$ cat config.mk
export PLATFORM = sky130hd
export DESIGN_NAME = dvp_capture
export DESIGN_NICKNAME = d
export VERILOG_FILES = /design/src/rtl/dvp_capture.sv
export SDC_FILE = /design/constraint.sdc
export NUM_CORES = 1
export LEC_CHECK = 0
export ABC_CLOCK_PERIOD_IN_PS = 2100
export CAP_MARGIN = 20
export CORE_MARGIN = 2
export CORE_UTILIZATION = 54
export CTS_CLUSTER_DIAMETER = 60
export CTS_CLUSTER_SIZE = 10
export DETAILED_ROUTE_END_ITERATION = 10
export HOLD_SLACK_MARGIN = 0.1
export PLACE_DENSITY_LB_ADDON = 0.12
export SLEW_MARGIN = 20
export SYNTH_ARGS = -nofsm -noshare
export SYNTH_HDL_FRONTEND = slang
export SYNTH_SLANG_ARGS = --single-unit
$ cat constraint.sdc
create_clock -name clk -period 2.1 [get_ports clk]
set_input_delay 0.42 -clock clk [delete_from_list [all_inputs] [get_ports clk]]
set_output_delay 0.42 -clock clk [all_outputs]
set_load 0.03 [all_outputs]
$ cat src/rtl/dvp_capture.sv
// rtl/dvp_capture.sv - DVP camera byte bus to RGB565 pixel stream with frame-aligned capture control
//
// Ports:
//   clk, rst_n           camera PCLK (also vin_clk downstream), async active-low reset
//   cap_en               capture enable level; start/stop take effect on frame boundaries
//   dvp_vsync            camera vertical sync, active level set by VS_POL
//   dvp_href, dvp_data   camera line-valid and byte bus
//   vin_vs/de/data       active-high frame sync, pixel valid, RGB565 pixel (first byte in [15:8])
//   frame_cnt            captured-frame count (wraps)
//   h_pixels, v_lines    geometry of the last completed line / frame
//   frame_done           one-cycle pulse per closed captured frame
//   odd_err              sticky: a line ended with an unpaired byte
module dvp_capture #(
  parameter int SKIP_FRAMES = 10,
  parameter int VS_POL      = 1,
  parameter int H_WIDTH     = 12,
  parameter int V_WIDTH     = 12
) (
  input  logic               clk,
  input  logic               rst_n,
  input  logic               cap_en,
  input  logic               dvp_vsync,
  input  logic               dvp_href,
  input  logic [7:0]         dvp_data,
  output logic               vin_vs,
  output logic               vin_de,
  output logic [15:0]        vin_data,
  output logic [15:0]        frame_cnt,
  output logic [H_WIDTH-1:0] h_pixels,
  output logic [V_WIDTH-1:0] v_lines,
  output logic               frame_done,
  output logic               odd_err
);

  localparam logic VS_LVL = (VS_POL != 0);
  localparam int   SKIP_W = (SKIP_FRAMES > 1) ? $clog2(SKIP_FRAMES) : 1;
  localparam logic [SKIP_W-1:0]  SKIP_LAST = SKIP_W'((SKIP_FRAMES > 0) ? SKIP_FRAMES - 1 : 0);
  localparam logic [H_WIDTH-1:0] H_MAX     = {H_WIDTH{1'b1}};

  typedef enum logic [1:0] {IDLE, WAIT_VS, SKIP, CAPTURE} state_t;

  state_t              state, state_nxt;
  logic                vs_r, href_r, vs_act_d, href_d;
  logic [7:0]          data_r, hi_byte;
  logic                vs_act, vs_rise, href_fall;
  logic                byte_valid, line_end;
  logic                byte_phase;
  logic [SKIP_W-1:0]   skip_cnt;
  logic [H_WIDTH-1:0]  h_cnt;
  logic [V_WIDTH-1:0]  v_cnt;
  logic                enter_cap, close_frame, skip_clr, skip_inc, clr_odd;

  // Input stage. vs_r resets to the inactive level so that leaving reset
  // with vsync idle never fabricates a leading edge.
  always_ff @(posedge clk or negedge rst_n) begin
    if (!rst_n) begin
      vs_r     <= ~VS_LVL;
      href_r   <= 1'b0;
      data_r   <= 8'h00;
      vs_act_d <= 1'b0;
      href_d   <= 1'b0;
    end else begin
      vs_r     <= dvp_vsync;
      href_r   <= dvp_href;
      data_r   <= dvp_data;
      vs_act_d <= vs_act;
      href_d   <= href_r;
    end
  end

  assign vs_act     = ~(vs_r ^ VS_LVL);
  assign vs_rise    = vs_act & ~vs_act_d;
  assign href_fall  = href_d & ~href_r;
  // Lines during vsync are ignored entirely, including their line end.
  assign byte_valid = (state == CAPTURE) & href_r & ~vs_act;
  assign line_end   = (state == CAPTURE) & href_fall & ~vs_act;

  always_ff @(posedge clk or negedge rst_n) begin
    if (!rst_n) state <= IDLE;
    else        state <= state_nxt;
  end

  always_comb begin
    state_nxt   = state;
    enter_cap   = 1'b0;
    close_frame = 1'b0;
    skip_clr    = 1'b0;
    skip_inc    = 1'b0;
    clr_odd     = 1'b0;
    case (state)
      IDLE: begin
        if (cap_en) begin
          clr_odd   = 1'b1;
          state_nxt = WAIT_VS;
        end
      end
      WAIT_VS: begin
        if (!cap_en) begin
          state_nxt = IDLE;
        end else if (vs_rise) begin
          if (SKIP_FRAMES == 0) begin
            state_nxt = CAPTURE;
            enter_cap = 1'b1;
          end else begin
            state_nxt = SKIP;
            skip_clr  = 1'b1;
          end
        end
      end
      SKIP: begin
        if (!cap_en) begin
          state_nxt = IDLE;
        end else if (vs_rise) begin
          if (skip_cnt == SKIP_LAST) begin
            state_nxt = CAPTURE;
            enter_cap = 1'b1;
          end else begin
            skip_inc = 1'b1;
          end
        end
      end
      CAPTURE: begin
        // Stop only at a frame boundary so a frame is never cut short.
        if (vs_rise) begin
          close_frame = 1'b1;
          if (!cap_en) state_nxt = IDLE;
        end
      end
      default: state_nxt = IDLE;
    endcase
  end

  always_ff @(posedge clk or negedge rst_n) begin
    if (!rst_n) begin
      vin_vs     <= 1'b0;
      vin_de     <= 1'b0;
      vin_data   <= 16'h0000;
      frame_cnt  <= 16'h0000;
      h_pixels   <= '0;
      v_lines    <= '0;
      frame_done <= 1'b0;
      odd_err    <= 1'b0;
      byte_phase <= 1'b0;
      hi_byte    <= 8'h00;
      skip_cnt   <= '0;
      h_cnt      <= '0;
      v_cnt      <= '0;
    end else begin
      frame_done <= close_frame;
      vin_de     <= 1'b0;
      // vs_act is one stage behind the pins; registering it here lines
      // vin_vs up with the pixel path.
      vin_vs     <= vs_act & ((state == CAPTURE) | enter_cap);

      if (skip_clr)      skip_cnt <= '0;
      else if (skip_inc) skip_cnt <= skip_cnt + SKIP_W'(1);

      if (clr_odd) odd_err <= 1'b0;

      if (state != CAPTURE) begin
        byte_phase <= 1'b0;
        h_cnt      <= '0;
        v_cnt      <= '0;
      end else if (close_frame) begin
        v_lines    <= v_cnt;
        v_cnt      <= '0;
        h_cnt      <= '0;
        byte_phase <= 1'b0;
        frame_cnt  <= frame_cnt + 16'd1;
      end else if (line_end) begin
        byte_phase <= 1'b0;
        if (byte_phase) odd_err <= 1'b1;
        h_pixels   <= h_cnt;
        h_cnt      <= '0;
        if (h_cnt != '0) v_cnt <= v_cnt + V_WIDTH'(1);
      end else if (byte_valid) begin
        byte_phase <= ~byte_phase;
        if (!byte_phase) begin
          hi_byte <= data_r;
        end else begin
          vin_data <= {hi_byte, data_r};
          vin_de   <= 1'b1;
          if (h_cnt != H_MAX) h_cnt <= h_cnt + H_WIDTH'(1);
        end
      end
    end
  end

endmodule

==> qor.yml, run 1 <==
clock_network:
  htree_levels: 3
  cts_inserted_buffers: 9
  cts-root-buf: "clkbuf_8"
  tritoncts: "built"
  clk_pin_slew_worst_paths_ns: 0.12
  clock_latency_ns: 0.38
  cts_num_sinks: 111
  cts_buffer_depth: 2
  cts_repair_resize_count: 0
hold_path:
  worst_hold_path_stage_count: 1
  timing.hold.worst.start: "dvp_data[6]"
  worst_hold_path.endpoint: "data_r[6]"
  hp-class: "primary input to flop"
timing:
  postLayoutSetupSlackWorst_ns: 0.08565
  setup_total_negative_slack_ns: 0
  worstMarginPinSlew_ns: 0.6401
  finalHoldViolCount: 0
  worst_clock_skew_ns: 0.02275
  fmaxAchievable_mhz: 496.4
  finalCriticalPeriod_ns: 2.014
  finalSetupViolations: 0
  post-route-period-util: 0.9592
  rsz0062_at_grt: "false"
  final_max_slew_viol_count: 0
  slew-limit-headroom: 0.5700
  fin_hold_ws_ns: 0.4709
global_routing:
  first_global_vias: 3567
  grt_pass1_wl_um: 17020
  overall_track_demand_over_capacity_in_global_routing: 0.2160
  maximum_number_of_pins_on_one_net_before_global_route_repair: 38
  initial_antenna_violation_count: 0
  grt.overflow.total: 0
power_and_ir_drop:
  p_int_uw: 3294
  power_uw: 4577
  leakage_uw: 0.002728
  switching_power_uw: 1283
  seq_power_share: 0.537
  power_switching_share: 0.2803
  power.share.combinational: 0.143
  power_dens_cells_nw_per_um2: 761.1
  peakVddDrop_mv: 0.4614
  clock_power_share: 0.320
synthesis:
  ffs_w_async_s_r_synth: 1.000
  synthSimpleGateAreaFrac: 0.2444
  synth_top_family_by_area: "simple AND/OR/NAND/NOR gates"
  instance_count_of_the_mapped_netlist: 475
  yosysUniqueCellTypes: 50
  synth_area_um2: 4832
  synth_enable_flop_cells: 0
  synthesized_area_fraction_occupied_by_xor_and_xnor_cells: 0.02719
  ys_warn_count: 0
  synthAdderAreaFrac: 0.01554
  synth_mux_area_frac: 0.03133
  synth-compound-area-share: 0.07846
  postSynthAreaPerCell_um2: 10.17
  synth.yosys.seq_area_share: 0.5748
  syn_nets: 494
  synth_ff_type: "dfrtp_1"
  yosys_register_bits: 111
worst_setup_path:
  critPathMaxFanout: 8
  crit_required_ns: 2.40
  cp_slowest_stage_delay_ns: 0.49
  critPathKind: "flop to flop"
  setup.worst_path.end_class: "flop"
  ff2ff_setup_slack_ns: 0.09
  timing.critical_path.max_delay_family: "simple AND/OR/NAND/NOR gates"
  cp-start-kind: "flop"
  critical_path.n_buffers_inverters: 2
  rr_worst_depth: 7
  critical_path.slowest_cell: "or4_1"
  cp_data_arrival_time_ns: 2.31
  r2r_path_end: "v_cnt[5]"
  crit_chain: "inv_1 > ha_1 > nor4b_1 > and3_1 > buf_4 > or4_1 > a21oi_1"
  worstReg2RegStart: "h_cnt[1]"
placement:
  placedInstanceArea_um2: 5753
  hpwlAfterDp_um: 7202
  place_ws_ns: 0.1143
  final_wtd_congestion: 0.8812
  port_buffers: 72
detailed_routing:
  detailroute.via_count: 3710
  avgViaCountPerCell: 5.513
  routed_wirelength_um: 10080
  dr.pass1.iters: 4
  first_iter_violations: 139
  avgRoutedWirePerCell_um: 14.98
  post-route-drc-count: 0
  postRouteAntennaNets: 0
floorplanning:
  core_um2: 8678
  top_level_ports: 73
  floorplan.rows: 34
  die_width_um: 98.60
  die_area_um2: 9721
  initial_utilization: 0.5568
  floorplan.die.height_um: 98.60
final_layout:
  multi_input_comb_area_um2: 1918
  design.final.nets: 579
  sequential_cell_area_um2: 2778
  layout-drive-gt1-share: 0.1062
  diodes: 0
  layout-area-overhead-vs-synth_pct: 24.44
  finish.instance_area_um2: 6013
  layout_fillers: 710
status:
  status: "finished, final reports clean"
job:
  max_cap_viols: 0
==> state kept, by name (all words and copies together) (netlist names), 2 cells and up <==
register and flops:
vin_data 16, frame_cnt 16, v_lines 12, state 2
h_pixels 12, hi_byte 8, v_cnt 12, data_r 8
skip_cnt 4, h_cnt 12
==> synthesized netlist by cell type, types with 3 or more instances <==
library cell | number | area, um2
nor4_1 | 4 | 25.02
mux2i_1 | 5 | 50.05
inv_1 | 16 | 60.06
xnor2_1 | 6 | 52.55
mux2_2 | 9 | 101.4
clkbuf_1 | 8 | 30.03
nand4_1 | 11 | 68.82
a21oi_1 | 23 | 115.1
ha_1 | 6 | 75.07
nor3_1 | 9 | 45.04
dfrtp_1 | 111 | 2778
o21ai_0 | 19 | 95.09
nand2_1 | 126 | 473.0
and2_1 | 3 | 18.77
or3_1 | 6 | 37.54
buf_2 | 8 | 40.04
or4_1 | 8 | 60.06
nand2b_1 | 4 | 25.02
and4_1 | 7 | 61.31
o31ai_1 | 10 | 75.07
and3_1 | 4 | 25.02
xor2_1 | 9 | 78.83
nor2_1 | 9 | 33.78
nand3_1 | 22 | 110.1
==> worst max path at each step <==
stage	from	to	slack (ns)	cells after the start
final	h_cnt[1]	v_cnt[5]	0.09	7
after global routing	h_cnt[1]	v_cnt[5]	0.02	7
after CTS	h_cnt[0]	v_cnt[5]	0.07	7
after detailed placement	h_cnt[0]	v_cnt[8]	0.11	7
after global placement	h_cnt[0]	v_cnt[11]	0.21	7
after floorplan	h_cnt[0]	v_cnt[10]	0.33	7
==> kinds of logic after synthesis <==
family | after synthesis
flip-flops | 111
XOR/XNOR | 15
AND/OR/NAND/NOR | 233
multiplexers | 14
adder cells (fa/ha/maj) | 6
AO/OA/AOI/OAI | 63
buffers and inverters | 33
==> area by class of cell <==
| cell class | count | area share |
|---|---|---|
| Clock inverter | 7 | 0.01852 |
| Clock buffer | 9 | 0.02060 |
| Timing Repair Buffer | 90 | 0.1465 |
| Sequential cell | 111 | 0.4619 |
| Inverter | 17 | 0.01103 |
| Tap cell | 108 | 0.02247 |
| Multi-Input combinational cell | 331 | 0.3190 |
==> layer usage <==
layer  vias to the layer above  GRT usage  part of all wire
met3                         7    0.03688             0.038
met1                      1797     0.3038              0.47
met5                         -          0                 0
met4                         0    0.05585             0.010
li1                       1820          -                 -
met2                        86     0.3532              0.48
==> power groups by stage <==
stage / clock, uW / combinational, uW / sequential [uW]
3_5_place_dp: 0 / 659 / 2500
3_3_place_gp: 0 / 634 / 2490
4_1_cts: 1490 / 663 / 2460
6_report: 1470 / 654 / 2460
5_1_grt: 1590 / 728 / 2490
2_1_floorplan: 0 / 383 / 2510
==> per-stage QoR <==
stage,utilization,cells
6_report,0.6929,673
5_1_grt,0.6929,673
4_1_cts,0.6912,671
3_5_place_dp,0.6629,654
3_3_place_gp,0.6629,654
2_1_floorplan,-,475
==> timing repair <==
item                                    CTS  global route
hold buffers                              1             0
endpoints found under the setup margin    0             1
setup buffers                             0             2
endpoints found under the hold margin    33             0
==> layout by cell type (no fill, tap or decap), types with 3 or more instances in the layout <==
cell type / netlist / final
a21oi_1: 23 / 23
and2_1: 3 / 3
and3_1: 4 / 4
and4_1: 7 / 7
buf_4: 0 / 16
clkbuf_8: 0 / 9
clkdlybuf4s50_1: 0 / 71
dfrtp_1: 111 / 111
ha_1: 6 / 6
inv_1: 16 / 16
inv_6: 0 / 3
mux2_2: 9 / 9
mux2i_1: 5 / 5
nand2_1: 126 / 126
nand2b_1: 4 / 4
nand3_1: 22 / 22
nand4_1: 11 / 11
nor2_1: 9 / 9
nor3_1: 9 / 9
nor4_1: 4 / 4
o21ai_0: 19 / 19
o31ai_1: 10 / 10
or3_1: 6 / 6
or4_1: 8 / 8
xnor2_1: 6 / 6
xor2_1: 9 / 9
No activity file was read; power rests on OpenSTA's default activity.
==> inputs of run 2 (changes only) <==
- REMOVE_ABC_BUFFERS: default -> 1
==> run 2 against run 1 <==
Effect of this change: global-route usage is 0.60 points higher; count of clock-buffer cells in the layout unchanged; register-to-register slack better by 0.10 ns; setup slack better by 0.035 ns; sequential cell count did not move; final area fell by 0.40%; utilization is 0.27 points lower; sequential power about the same.
==> qor.yml, run 2 (synthesis gave the netlist of run 1 again) <==
worst_setup_path:
  critPathKind: "flop to output pin"
  critical_path.n_buffers_inverters: 1  # -1
  cp-start-kind: "flop"
  cp_data_arrival_time_ns: 1.56  # -0.75 ns
  timing.critical_path.max_delay_family: "buffers and inverters"
  worstReg2RegStart: "h_cnt[0]"
  critical_path.slowest_cell: "clkdlybuf4s50_1"
  ff2ff_setup_slack_ns: 0.19  # +0.10 ns
  rr_worst_depth: 6  # -1
  critPathMaxFanout: 5  # -3
  cp_slowest_stage_delay_ns: 0.72  # +0.23 ns
  crit_chain: "clkdlybuf4s50_1"
  setup.worst_path.end_class: "output pin"
  r2r_path_end: "v_cnt[4]"
  crit_required_ns: 1.68  # -0.72 ns
timing:
  slew-limit-headroom: 0.5937  # +0.02375
  final_max_slew_viol_count: 0  # unchanged
  post-route-period-util: 0.9425  # -0.01675
  finalHoldViolCount: 0  # unchanged
  postLayoutSetupSlackWorst_ns: 0.1208  # +0.03518 ns
  setup_total_negative_slack_ns: 0  # unchanged
  fmaxAchievable_mhz: 505.3  # +1.8%
  worstMarginPinSlew_ns: 0.6048  # -0.03535 ns
  rsz0062_at_grt: "false"
  finalCriticalPeriod_ns: 1.979  # -0.03518 ns
  worst_clock_skew_ns: 0.01607  # -0.006677 ns
  finalSetupViolations: 0  # unchanged
final_layout:
  layout_fillers: 664  # -6.5%
  layout_commonest_cell: "nand2_1"
  layout-area-overhead-vs-synth_pct: 23.95
  design.final.nets: 577  # -0.35%
  reg.largest.list: "frame_cnt x16, vin_data x16"
  layout-drive-gt1-share: 0.1048  # -0.001399
  diodes: 0  # unchanged
  layout_common_cells: "126 x nand2_1, 111 x dfrtp_1, 71 x clkdlybuf4s50_1"
floorplanning:
  initial_utilization: 0.5568  # unchanged
  die_area_um2: 9721  # unchanged
  floorplan.die.height_um: 98.60  # unchanged
  core_um2: 8678  # unchanged
  floorplan.rows: 34  # unchanged
  top_level_ports: 73  # unchanged
  die_width_um: 98.60  # unchanged
global_routing:
  first_global_vias: 3790  # +6.3%
  maximum_number_of_pins_on_one_net_before_global_route_repair: 46  # +21%
  overall_track_demand_over_capacity_in_global_routing: 0.2220  # +0.006042
  grt.overflow.total: 0  # unchanged
  grt_pass1_wl_um: 17640  # +3.6%
  initial_antenna_violation_count: 0  # unchanged
hold_path:
  worst_hold_path_stage_count: 2  # +1
  hp-class: "flop to flop"
  worst_hold_path.endpoint: "vin_data[7]"
  timing.hold.worst.start: "data_r[7]"
placement:
  place_ws_ns: 0.1294  # +0.01505 ns
  final_wtd_congestion: 0.9174  # +4.1%
  port_buffers: 72  # unchanged
  hpwlAfterDp_um: 7079  # -1.7%
detailed_routing:
  dr.pass1.iters: 4  # unchanged
  avgRoutedWirePerCell_um: 14.85  # -0.86%
  first_iter_violations: 144  # +3.6%
  detailroute.via_count: 3721  # +0.30%
  post-route-drc-count: 0  # unchanged
  routed_wirelength_um: 9967  # -1.2%
  postRouteAntennaNets: 0  # unchanged
  avgViaCountPerCell: 5.545  # +0.60%
power_and_ir_drop:
  leakage_uw: 0.002715  # -0.45%
  power_uw: 4553  # -0.51%
  peakVddDrop_mv: 0.6278  # +36%
  power_dens_cells_nw_per_um2: 760.2  # -0.12%
clock_network:
  cts-root-buf: "clkbuf_8"
  cts_buffer_depth: 2  # unchanged
  clock_latency_ns: 0.38  # about the same
  cts_inserted_buffers: 9  # unchanged
  cts_num_sinks: 111  # unchanged
  htree_levels: 3  # unchanged
  clk_pin_slew_worst_paths_ns: 0.11  # about the same
  tritoncts: "built"
job:
  max_cap_viols: 0  # unchanged
status:
  status: "finished, final reports clean"
[run 2: repair_timing]
item	4_1_cts	5_1_grt
hold buffers	1	0
setup endpoints to repair	0	7
buffers inserted	0	0
endpoints found under the hold margin	25	0
resized for setup	0	1
[run 2: cell type report]
type	instances	area, um2	share of cell area
clock buffers	9	123.9	0.02068
clock inverters	7	101.3	0.01692
inverters	17	66.31	0.01107
multi-input cells	331	1919	0.3205
flip-flops and latches	111	2778	0.4638
well taps	108	135.1	0.02256
repair buffers	88	865.8	0.1446
[run 2: how the worst max path moves through the flow]
stage                            start  depth (start not counted)      endpoint
after global routing          h_cnt[0]                          6     v_cnt[11]
after floorplan               state[0]                          4     v_cnt[10]
after detailed placement      h_cnt[0]                          6     v_cnt[10]
after CTS                 frame_cnt[2]                          1  frame_cnt[2]
after global placement        h_cnt[0]                          6     v_cnt[10]
final                     frame_cnt[2]                          1  frame_cnt[2]
[run 2: through the flow]
step | hold WS, ns | instance area [um2] | cells | utilization
final | 0.4757 | 5989 | 671 | 0.6902
after global routing | 0.4583 | 5989 | 671 | 0.6902
after CTS | 0.4667 | 5988 | 671 | 0.6900
after detailed placement | 0.3639 | 5753 | 654 | 0.6629
after global placement | 0.3613 | 5753 | 654 | 0.6629
after floorplan | 0.1244 | 4762 | 459 | -
[run 2: routing by layer]
layer	part of all wire	global-route usage
met1	0.44	0.2941
met2	0.49	0.3621
met3	0.052	0.04184
met4	0.012	0.09484
met5	0	0
[run 2: power by group]
part	internal, uW	total (uW)	leakage (uW)	switching (uW)
combinational	304	683	0.00112	379
clock	687	1420	0.000112	736
sequential	2300	2450	0.00149	149
